$ cat src/rtl/sc_shift_controller_pkg.sv
// Shared state encoding and load geometry for the slow-control
// shift controller.
package sc_shift_controller_pkg;

   localparam int SC_BYTES        = 77;
   localparam int SC_BITS         = SC_BYTES * 8;
   localparam int CLK_DIV_DEF     = 4;
   localparam int RSTB_CYCLES_DEF = 16;
   localparam int TIMEOUT_DEF     = 4096;

   typedef enum logic [3:0] {
      ST_IDLE,
      ST_RSTB,
      ST_PREP,
      ST_WAIT_END,
      ST_FETCH,
      ST_LOAD,
      ST_SHIFT_LO,
      ST_SHIFT_HI,
      ST_DONE
   } state_e;

endpackage

$ cat src/rtl/sc_shift_controller_if.sv
// Generator, FIFO read side and ASIC slow-control pins of the
// shift controller.
interface sc_shift_controller_if;

   logic       Out_Prep_Start;
   logic       In_Prep_End;
   logic       Out_Fifo_Rd_En;
   logic [7:0] In_Fifo_Dout;
   logic       In_Fifo_Empty;
   logic       Out_SR_Ck;
   logic       Out_SR_In;
   logic       Out_SR_Rstb;
   logic       Out_SR_Select;
   logic       In_SR_Out;

   modport master (
      output Out_Prep_Start,
      output Out_Fifo_Rd_En,
      output Out_SR_Ck,
      output Out_SR_In,
      output Out_SR_Rstb,
      output Out_SR_Select,
      input  In_Prep_End,
      input  In_Fifo_Dout,
      input  In_Fifo_Empty,
      input  In_SR_Out
   );

   modport slave (
      input  Out_Prep_Start,
      input  Out_Fifo_Rd_En,
      input  Out_SR_Ck,
      input  Out_SR_In,
      input  Out_SR_Rstb,
      input  Out_SR_Select,
      output In_Prep_End,
      output In_Fifo_Dout,
      output In_Fifo_Empty,
      output In_SR_Out
   );

endinterface

$ cat src/rtl/sc_clk_div.sv
// Half-period counter for the ASIC shift clock; phase_end marks the
// last Clk cycle of the current half-period.
module sc_clk_div #(
   parameter int unsigned DIV = 4
) (
   input  logic clk,
   input  logic rst_n,
   input  logic clr,
   input  logic en,
   output logic phase_end
);

   localparam logic [7:0] LAST = 8'(DIV - 1);

   logic [7:0] cnt_q, cnt_d;

   always_comb begin
      cnt_d     = cnt_q;
      phase_end = en && (cnt_q == LAST);
      if (clr || phase_end)
         cnt_d = '0;
      else if (en)
         cnt_d = cnt_q + 8'd1;
   end

   always_ff @(posedge clk or negedge rst_n) begin
      if (!rst_n)
         cnt_q <= '0;
      else
         cnt_q <= cnt_d;
   end

endmodule

$ cat src/rtl/sc_shift_controller.sv
// Slow-control load sequencer: generator trigger, FIFO drain, serial shift.
// SC_READBACK_CHECK_EN adds a second pass that verifies In_SR_Out.
module sc_shift_controller
   import sc_shift_controller_pkg::*;
#(
   parameter int unsigned CLK_DIV     = CLK_DIV_DEF,
   parameter int unsigned RSTB_CYCLES = RSTB_CYCLES_DEF,
   parameter int unsigned TIMEOUT     = TIMEOUT_DEF
) (
   input  logic Clk,
   input  logic Rst_N,
   input  logic Start_In,
   output logic Out_Busy,
   output logic Out_Done,
   output logic Out_Error,
   sc_shift_controller_if.master sc
);

   localparam logic [12:0] RSTB_LAST = 13'(RSTB_CYCLES - 1);
   localparam logic [12:0] TMO_LAST  = 13'(TIMEOUT - 1);
   localparam logic [6:0]  BYTE_LAST = 7'(SC_BYTES - 1);

   state_e      state_q, state_d;
   logic        start_in_d_q;
   logic        start_pls_q, start_pls_d;
   logic [12:0] tmo_q, tmo_d;
   logic [2:0]  bit_q, bit_d;
   logic [6:0]  byte_q, byte_d;
   logic [7:0]  sbyte_q, sbyte_d;
   logic        err_q, err_d;
   logic        div_clr, div_en, phase_end;
`ifdef SC_READBACK_CHECK_EN
   logic        pass_q, pass_d;
`else
   logic        unused_sr_out;
   assign unused_sr_out = sc.In_SR_Out;
`endif

   sc_clk_div #(.DIV(CLK_DIV)) u_div (
      .clk       (Clk),
      .rst_n     (Rst_N),
      .clr       (div_clr),
      .en        (div_en),
      .phase_end (phase_end)
   );

   assign Out_Error = err_q;

   always_comb begin
      state_d     = state_q;
      tmo_d       = tmo_q;
      bit_d       = bit_q;
      byte_d      = byte_q;
      sbyte_d     = sbyte_q;
      err_d       = err_q;
`ifdef SC_READBACK_CHECK_EN
      pass_d      = pass_q;
`endif
      // edges seen while a load runs are dropped here
      start_pls_d = Start_In && !start_in_d_q && (state_q == ST_IDLE);
      div_clr     = 1'b1;
      div_en      = 1'b0;
      sc.Out_Prep_Start = 1'b0;
      sc.Out_Fifo_Rd_En = 1'b0;
      sc.Out_SR_Ck      = 1'b0;
      sc.Out_SR_In      = 1'b0;
      sc.Out_SR_Rstb    = 1'b1;
      sc.Out_SR_Select  = 1'b1;
      Out_Busy          = 1'b1;
      Out_Done          = 1'b0;

      unique case (state_q)
         ST_IDLE: begin
            sc.Out_SR_Select = 1'b0;
            Out_Busy         = 1'b0;
            if (start_pls_q) begin
               state_d = ST_RSTB;
               tmo_d   = '0;
               err_d   = 1'b0;
`ifdef SC_READBACK_CHECK_EN
               pass_d  = 1'b0;
`endif
            end
         end
         ST_RSTB: begin
            sc.Out_SR_Rstb = 1'b0;
            tmo_d          = tmo_q + 13'd1;
            if (tmo_q == RSTB_LAST)
               state_d = ST_PREP;
         end
         ST_PREP: begin
            sc.Out_Prep_Start = 1'b1;
            tmo_d             = '0;
            byte_d            = '0;
            state_d           = ST_WAIT_END;
         end
         ST_WAIT_END: begin
            if (sc.In_Prep_End) begin
               state_d = ST_FETCH;
               tmo_d   = '0;
            end else if (tmo_q == TMO_LAST) begin
               err_d   = 1'b1;
               state_d = ST_DONE;
            end else begin
               tmo_d   = tmo_q + 13'd1;
            end
         end
         ST_FETCH: begin
            if (!sc.In_Fifo_Empty) begin
               sc.Out_Fifo_Rd_En = 1'b1;
               state_d           = ST_LOAD;
            end else if (tmo_q == TMO_LAST) begin
               err_d   = 1'b1;
               state_d = ST_DONE;
            end else begin
               tmo_d   = tmo_q + 13'd1;
            end
         end
         ST_LOAD: begin
            sbyte_d = sc.In_Fifo_Dout;
            bit_d   = '0;
            state_d = ST_SHIFT_LO;
         end
         ST_SHIFT_LO: begin
            div_clr      = 1'b0;
            div_en       = 1'b1;
            sc.Out_SR_In = sbyte_q[7];
            if (phase_end) begin
               state_d = ST_SHIFT_HI;
`ifdef SC_READBACK_CHECK_EN
               // pass-1 bit i leaves the ASIC as pass-2 bit i goes in
               if (pass_q && (sc.In_SR_Out != sbyte_q[7]))
                  err_d = 1'b1;
`endif
            end
         end
         ST_SHIFT_HI: begin
            div_clr      = 1'b0;
            div_en       = 1'b1;
            sc.Out_SR_Ck = 1'b1;
            sc.Out_SR_In = sbyte_q[7];
            if (phase_end) begin
               sbyte_d = {sbyte_q[6:0], 1'b0};
               if (bit_q != 3'd7) begin
                  bit_d   = bit_q + 3'd1;
                  state_d = ST_SHIFT_LO;
               end else if (byte_q != BYTE_LAST) begin
                  byte_d  = byte_q + 7'd1;
                  tmo_d   = '0;
                  state_d = ST_FETCH;
               end else begin
`ifdef SC_READBACK_CHECK_EN
                  if (!pass_q) begin
                     pass_d  = 1'b1;
                     state_d = ST_PREP;
                  end else begin
                     state_d = ST_DONE;
                  end
`else
                  state_d = ST_DONE;
`endif
               end
            end
         end
         ST_DONE: begin
            sc.Out_SR_Select = 1'b0;
            Out_Busy         = 1'b0;
            Out_Done         = 1'b1;
            state_d          = ST_IDLE;
         end
         default: state_d = ST_IDLE;
      endcase
   end

   always_ff @(posedge Clk or negedge Rst_N) begin
      if (!Rst_N) begin
         state_q      <= ST_IDLE;
         start_in_d_q <= 1'b0;
         start_pls_q  <= 1'b0;
         tmo_q        <= '0;
         bit_q        <= '0;
         byte_q       <= '0;
         sbyte_q      <= '0;
         err_q        <= 1'b0;
`ifdef SC_READBACK_CHECK_EN
         pass_q       <= 1'b0;
`endif
      end else begin
         state_q      <= state_d;
         start_in_d_q <= Start_In;
         start_pls_q  <= start_pls_d;
         tmo_q        <= tmo_d;
         bit_q        <= bit_d;
         byte_q       <= byte_d;
         sbyte_q      <= sbyte_d;
         err_q        <= err_d;
`ifdef SC_READBACK_CHECK_EN
         pass_q       <= pass_d;
`endif
      end
   end

endmodule

$ cat src/flat_wrapper.sv
// flat-port wrapper written by rule: the top's interface ports become plain ports
module sc_shift_controller_flat import sc_shift_controller_pkg::*;
#(
   parameter int unsigned CLK_DIV     = CLK_DIV_DEF,
   parameter int unsigned RSTB_CYCLES = RSTB_CYCLES_DEF,
   parameter int unsigned TIMEOUT     = TIMEOUT_DEF
)
  (Clk, Rst_N, Start_In, Out_Busy, Out_Done, Out_Error, sc_Out_Prep_Start, sc_Out_Fifo_Rd_En, sc_Out_SR_Ck, sc_Out_SR_In, sc_Out_SR_Rstb, sc_Out_SR_Select, sc_In_Prep_End, sc_In_Fifo_Dout, sc_In_Fifo_Empty, sc_In_SR_Out);
  sc_shift_controller_if sc_i ();
  input  logic Clk;
  input  logic Rst_N;
  input  logic Start_In;
  output logic Out_Busy;
  output logic Out_Done;
  output logic Out_Error;
  output wire logic [$bits(sc_i.Out_Prep_Start)-1:0] sc_Out_Prep_Start;
  output wire logic [$bits(sc_i.Out_Fifo_Rd_En)-1:0] sc_Out_Fifo_Rd_En;
  output wire logic [$bits(sc_i.Out_SR_Ck)-1:0] sc_Out_SR_Ck;
  output wire logic [$bits(sc_i.Out_SR_In)-1:0] sc_Out_SR_In;
  output wire logic [$bits(sc_i.Out_SR_Rstb)-1:0] sc_Out_SR_Rstb;
  output wire logic [$bits(sc_i.Out_SR_Select)-1:0] sc_Out_SR_Select;
  input wire logic [$bits(sc_i.In_Prep_End)-1:0] sc_In_Prep_End;
  input wire logic [$bits(sc_i.In_Fifo_Dout)-1:0] sc_In_Fifo_Dout;
  input wire logic [$bits(sc_i.In_Fifo_Empty)-1:0] sc_In_Fifo_Empty;
  input wire logic [$bits(sc_i.In_SR_Out)-1:0] sc_In_SR_Out;
  assign sc_Out_Prep_Start = sc_i.Out_Prep_Start;
  assign sc_Out_Fifo_Rd_En = sc_i.Out_Fifo_Rd_En;
  assign sc_Out_SR_Ck = sc_i.Out_SR_Ck;
  assign sc_Out_SR_In = sc_i.Out_SR_In;
  assign sc_Out_SR_Rstb = sc_i.Out_SR_Rstb;
  assign sc_Out_SR_Select = sc_i.Out_SR_Select;
  assign sc_i.In_Prep_End = sc_In_Prep_End;
  assign sc_i.In_Fifo_Dout = sc_In_Fifo_Dout;
  assign sc_i.In_Fifo_Empty = sc_In_Fifo_Empty;
  assign sc_i.In_SR_Out = sc_In_SR_Out;
  sc_shift_controller #(.CLK_DIV(CLK_DIV), .RSTB_CYCLES(RSTB_CYCLES), .TIMEOUT(TIMEOUT)) u_core (.Clk(Clk), .Rst_N(Rst_N), .Start_In(Start_In), .Out_Busy(Out_Busy), .Out_Done(Out_Done), .Out_Error(Out_Error), .sc(sc_i));
endmodule
$ cat config.mk
export PLATFORM = sky130hd
export DESIGN_NAME = sc_shift_controller_flat
export DESIGN_NICKNAME = d
export VERILOG_FILES = /design/src/rtl/sc_shift_controller_pkg.sv /design/src/rtl/sc_shift_controller_if.sv /design/src/rtl/sc_clk_div.sv /design/src/rtl/sc_shift_controller.sv /design/src/flat_wrapper.sv
export SDC_FILE = /design/constraint.sdc
export NUM_CORES = 1
export LEC_CHECK = 0
export CORE_UTILIZATION = 25
export CTS_CLUSTER_SIZE = 30
export DETAILED_ROUTE_END_ITERATION = 6
export HOLD_SLACK_MARGIN = 0.12
export PLACE_DENSITY = 0.44
export SLEW_MARGIN = 20
export SYNTH_ARGS = -nofsm -noshare
export SYNTH_HDL_FRONTEND = slang
export SYNTH_SLANG_ARGS = --single-unit
$ cat constraint.sdc
create_clock -name Clk -period 2.35 [get_ports Clk]
set_input_delay 0.235 -clock Clk [delete_from_list [all_inputs] [get_ports Clk]]
set_output_delay 0.235 -clock Clk [all_outputs]
set_load 0.02 [all_outputs]
# Word level (Yosys, flattened, before mapping)
# Index checks and enable logic that the tools add are counted.
# totals
n_memories,0
output_inout_bits,9
ram_bits,0
elab_cells,98
latchBits,0
inputBits,14
mem_bits_ro,0
ff_bits,46
# classes
shift,0
n_addsub,4
bitwise_logic,0
div,0
mux,44
multipliers,0
n_lt_le_gt_ge,0
reduce_logical,19
n_eq_ne,22
# ops
operator,count
two-way mux 13 bit,7
one-hot mux 13 bit (6 select lines),1
two-way mux 4 bit,9
one-hot mux 4 bit (8 select lines),1
two-way mux 8 bit,3
two-way mux 7 bit,3
== test 4 x 3 -> 1 bit (second input constant),4
one-hot mux 8 bit (2 select lines),1
two-way mux 1 bit,14
one-hot mux 7 bit (2 select lines),1
adder 13 x 1 -> 13 bit (second input constant),1
== test 13 x 12 -> 1 bit (second input constant),1
== test 13 x 4 -> 1 bit (second input constant),1
!= test 2 x 1 -> 1 bit (second input constant),6
AND reduction 4 bit,3
adder 8 x 1 -> 8 bit (second input constant),1
== test 4 x 2 -> 1 bit (second input constant),2
== test 8 x 2 -> 1 bit (second input constant),1
adder 7 x 1 -> 7 bit (second input constant),1
!= test 7 bit (second input constant),1
two-way mux 3 bit,2
!= test 2 bit (second input constant),3
one-hot mux 3 bit (2 select lines),1
AND reduction 6 bit,1
15 further kinds,20

# Longest topological paths before layout
# depth
word_depth,6
depth_mapped,8
mapped_depth_nobuf,7

# By module
# Synthesis repeated with hierarchy kept, for this count alone.
# unflattened
cells_unflattened,318
hier_area_um2,2830.2
# modules_own_cells
mod,n_inst,cells_per_inst,seq_area_each_um2,area_each_um2
sc_shift_controller,1,280,950.9,2424.8
sc_clk_div,1,38,200.2,405.4

# Worst setup path after synthesis
# No wires, ideal clock.
# synth_path
path_kind,register -> register
start,register u_core.u_div.cnt_q[0]
end,register u_core.tmo_q[5]
path_buffers,1
path_stages_with_launch,8
setup_ns,0.131
setup_slack_ns,0.311
t_arrival_ns,1.908
t_required_ns,2.219
synth_period_minus_slack_ns,2.039
cell_sequence,dfrtp_1 > ha_1 > nor4b_4 > a31oi_2 > a311o_2 > buf_6 > o31ai_4 > o41ai_2
# synth_between
elab_chain_len,4
# synth_lines
element,line_no,text
"start, declared",sc_clk_div.sv:15,"logic [7:0] cnt_q, cnt_d;"
"start signal, assigned",sc_clk_div.sv:30,cnt_q <= cnt_d;
== test 8 x 2 -> 1 bit,sc_clk_div.sv:19,phase_end = en && (cnt_q == LAST);
logical AND 1 bit,sc_clk_div.sv:19,
!= test 2 x 1 -> 1 bit (no source line),--,
AND reduction 6 bit (no source line),--,
"end signal, assigned",sc_shift_controller.sv:192,tmo_q <= tmo_d;
"end, declared",sc_shift_controller.sv:26,"logic [12:0] tmo_q, tmo_d;"
# Every way passes these cells.
# A chain may end at the register's enable or synchronous reset.

# Final worst setup path
# layout_path
start,register u_core.state_q[2]
end,output sc_Out_Prep_Start
# layout_between
elab_chain_len,2
# layout_lines
element,line_no,text
"start, declared",sc_shift_controller.sv:23,"state_e state_q, state_d;"
"start signal, assigned",sc_shift_controller.sv:189,state_q <= state_d;
== test 4 x 2 -> 1 bit,sc_shift_controller.sv:72,unique case (state_q)
two-way mux 1 bit,sc_shift_controller.sv:72,
"end, declared",flat_wrapper.sv:16,output wire logic [$bits(sc_i.Out_Prep_Start)-1:0] sc_Out_Prep_Start;
# Every way passes these cells.

==> run summary <==
### Yosys
• leading register cell type out of synthesis: dfrtp_1
• Syn Inst Count: 296
• warning count from the yosys run: 0
• number of storage elements in the synthesis netlist: 46
• count of different cell masters after synthesis: 67
• fraction of the mapped netlist area in adder cells: 2.68%
• Synth Area in Simple Gates: 23.7%
• portion of synthesized cell area occupied by the leading cell type: 41.1%
• Post-Synthesis Mean Instance Area: 9.46 sq um
• share of flip-flops with an asynchronous set or reset after synthesis: 100%
• post-synthesis net count: 316
• post-synthesis instance area: 0.00280 sq mm
• parity-gate share of the synthesized area counting xor and xnor cells: 3.13%
• number of enable-type register cells in the synthesized netlist: 0
• area fraction in compound gates after synthesis: 21.9%
• portion of the post-synthesis area used by sequential elements: 41.1%
• leading cell types by total area after synthesis: dfrtp_1, o21ai_0, nand2_1, nor2_1, mux2i_1
• portion of netlist area occupied by mux cells: 3.26%
• library cell with the largest summed area after synthesis: dfrtp_1
• main combinational cell family by area after synthesis: simple AND/OR/NAND/NOR gates

### Critical path
• signal arrival time at the worst endpoint: 1.99 ns
• largest driver fanout on the critical path: 8
• Largest stage delay, worst path: 0.64 ns
• cell with the largest stage delay on the worst path: clkdlybuf4s50_1
• required time of the critical path: 2.12 ns
• start-to-end type of the worst setup path: reg2out
• critical path, cell by cell: buf_4, nor2_1, and3_2, clkdlybuf4s50_1
• kind of end point of the critical path: output port
• launching element type of the critical path: register

### Floorplan
• row cnt: 38
• die boundary width: 108 microns
• area enclosed by the die boundary: 0.0116 sq mm
• vertical die dimension: 108 microns
• Core Footprint: 0.0109 sq mm
• initial cell density of the core: 25.7%
• IO Count: 23

### STA
• actual slew at the worst max-slew pin: 0.611 ns
• clock skew after layout: 0.0223 ns
• number of max-slew violations in the final report: 0
• fin crit period: 2.22 ns
• number of endpoints failing setup at the final stage: 0
• Max Freq: 450 MHz
• worst rel slew slack: 59.2%
• final period utilization: 94.6%
• total negative setup slack: 0 ns
• setup repair after global routing missed its margin: false
• endpoints failing hold: 0

### Clock tree
• clock insertion delay at the later pin of the skew report: 0.31 ns
• root buf cell: clkbuf_8
• level count of the clock H-tree: 2
• clock buffer depth: 2
• CTS clk-pin slew, worst paths: 0.09 ns
• total clock buffers created by CTS: 5
• TritonCTS clock tree: done
• CTS sink cnt: 46

### Power and ir drop
• clock power share: 38.4%
• Comb pwr share: 3.2%
• switching part of the total: 24.2%
• switching power total: 0.000328 W
• Pint: 0.00103 W
• Reg power frac: 58.4%
• leakage power figure: 1.47 nW
• worst vdd rail ir drop: 177 uV
• power per standard cell area: 396 mW/mm^2

### Detailed routing
• first-iteration detailed-routing DRC count: 93
• final wirelength: 6.64 mm
• count of vias placed by the detailed router: 2,346
• average wire per standard cell: 13.9 microns
• Initial DRT Pass Iterations: 4
• Detail Route Antenna Nets: 0
• post-detailed-route DRC marker count: 0
• number of vias per cell after detailed routing: 4.91

### Cells and area
• non-filler cells, final: 478
• net count of the finished layout: 357
• filler cell count: 1,120
• Antenna Diode Count: 0
• layout cells sized above 1: 18.0%
• area grow syn2layout: 22.4%

### Global route
• Overall Global Routing Usage: 12.6%
• wire length of the first global-routing pass: 11.9 mm
• via count of the first global-routing pass: 2,337
• largest net degree at the start of global routing: 47
• gr ovfl total: 0
• initial antenna violation count: 0

### Placement
• number of buffers inserted by port buffering: 21
• instance count after placement with tap cells included: 465
• routability congestion estimate: 0.790
• half-perimeter wire length after detailed placement: 4.81 mm

### Hold path
• type of the most critical hold path: in2reg

### Run status
• outcome: finished clean

### Run
• number of maximum-capacitance violations: 0

## what timing repair did
| action | in CTS | in global routing |
|---|---|---|
| hold endpoints to repair | 46 | 0 |
| hold buffers | 1 | 0 |
| endpoints found under the setup margin | 4 | 11 |
| gates resized for setup | 3 | 3 |
| setup buffers | 0 | 4 |
| pin swaps | 0 | 1 |
## per-stage QoR
stage	hold WS [ns]	setup slack (ns)	power (W)	cell area, sq um	util [%]
5_1_grt	0.409	0.00109	0.00141	3420	31.5
3_5_place_dp	0.390	0.122	0.000852	3280	30.1
4_1_cts	0.398	0.00830	0.00137	3390	31.1
6_report	0.411	0.126	0.00135	3420	31.5
2_1_floorplan	-0.0606	0.311	0.000809	2800	-
3_3_place_gp	0.395	0.142	0.000852	3280	30.1
## kinds of logic after synthesis
logic type	after synthesis
adders and majority gates	6
xor gates and xnor gates	10
AOI/OAI and AO/OA	84
buffers and inverters	25
DFF	46
and+or+nand+nor	116
muxes	9
## worst max-delay path: cells and delay by family (launching register included)
family                 cells  cell delay [ns]
flip-flops                 1             0.48
AND/OR/NAND/NOR            2             0.41
buffers and inverters      2             0.81
## area by class of cell
type                       instances  area [sq um]  area share (%)
timing repair buffer              48           425            12.4
clock inverter                     3          23.8           0.694
tap                              140           175            5.12
multi-input combinational        225          1540            44.8
clock buffer                       5          68.8            2.01
inverter                          11          41.3            1.21
sequential                        46          1150            33.7
## synth_stat cells (2+ instances only)
| library cell | number |
|---|---|
| dfrtp_1 | 46 |
| nand2_1 | 27 |
| o21ai_0 | 26 |
| nor2_1 | 25 |
| nand3_1 | 12 |
| inv_1 | 11 |
| nor3_1 | 11 |
| mux2i_1 | 8 |
| xor2_1 | 8 |
| and3_1 | 7 |
| o31ai_1 | 7 |
| a31oi_1 | 6 |
| ha_1 | 6 |
| nand4_1 | 6 |
| a21oi_1 | 5 |
| a22o_1 | 5 |
| buf_2 | 5 |
| a311oi_1 | 4 |
| clkbuf_1 | 4 |
| o211ai_1 | 4 |
| o22ai_1 | 4 |
| a211oi_1 | 3 |
| nand2b_1 | 3 |
| a31o_2 | 2 |
| and2_1 | 2 |
| buf_4 | 2 |
| nor4_1 | 2 |
| o21ai_2 | 2 |
| o41ai_1 | 2 |
| or2_2 | 2 |
| or4_1 | 2 |
| xnor2_1 | 2 |
## metal layers
metal / share of wire, % / track usage [%] / vias to the layer above / wire length [microns]
met4: 0.39 / 1.76 / 0 / 26
met1: 51 / 17.6 / 1136 / 3410
met5: 0 / 0 / - / 0
met3: 1.7 / 2.18 / 2 / 112
met2: 47 / 20.6 / 17 / 3100
li1: - / - / 1191 / -
## cells in the final DEF, fill, tap and decap left out, types with 2 or more instances in the layout
cell type        instances
a211oi_1                 3
a21oi_1                  5
a22o_1                   5
a311oi_1                 4
a31o_2                   2
a31oi_1                  6
and2_1                   2
and3_1                   6
and3_2                   2
buf_4                   25
clkbuf_8                 5
clkdlybuf4s50_1         19
clkinvlp_4               2
dfrtp_1                 43
dfrtp_2                  3
ha_1                     6
inv_1                   11
mux2i_1                  8
nand2_1                 27
nand2b_1                 3
nand3_1                 12
nand4_1                  6
nor2_1                  24
nor3_1                  11
nor4_1                   2
o211ai_1                 4
o21ai_0                 26
o21ai_2                  2
o22ai_1                  4
o31ai_1                  7
o41ai_1                  2
or2_2                    2
or4_1                    2
xnor2_1                  2
xor2_1                   8
## path summary, 6_finish.rpt
path	slack, ns	depth (start not counted)	startpoint	endpoint
min reg2reg	0.49	2	u_core.sbyte_q[7]	u_core.sbyte_q[7]
min in group asynchronous	0.55	3	Rst_N	u_core.u_div.cnt_q[6]
max reg2reg	0.17	6	u_core.u_div.cnt_q[1]	u_core.tmo_q[6]
max	0.13	4	u_core.state_q[2]	sc_Out_Prep_Start
max in group asynchronous	1.34	3	Rst_N	u_core.state_q[0]
min	0.41	1	Start_In	u_core.start_in_d_q
## state kept, by name, summed over array words and instances (netlist names)
signal / count
u_core.u_div.cnt_q: 8
u_core.start_pls_q: 1
u_core.sbyte_q: 8
u_core.byte_q: 7
u_core.start_in_d_q: 1
u_core.Out_Error: 1
u_core.state_q: 4
u_core.bit_q: 3
u_core.tmo_q: 13
## power groups by stage
stage / combinational [W] / sequential, W / clock [W]
after detailed placement: 0.0000444 / 0.000808 / 0
after global routing: 0.0000490 / 0.000792 / 0.000571
after floorplan: 0.00000148 / 0.000808 / 0
after global placement: 0.0000449 / 0.000808 / 0
after CTS: 0.0000457 / 0.000792 / 0.000537
final: 0.0000430 / 0.000792 / 0.000520
Power figures use the tool's default switching activity.
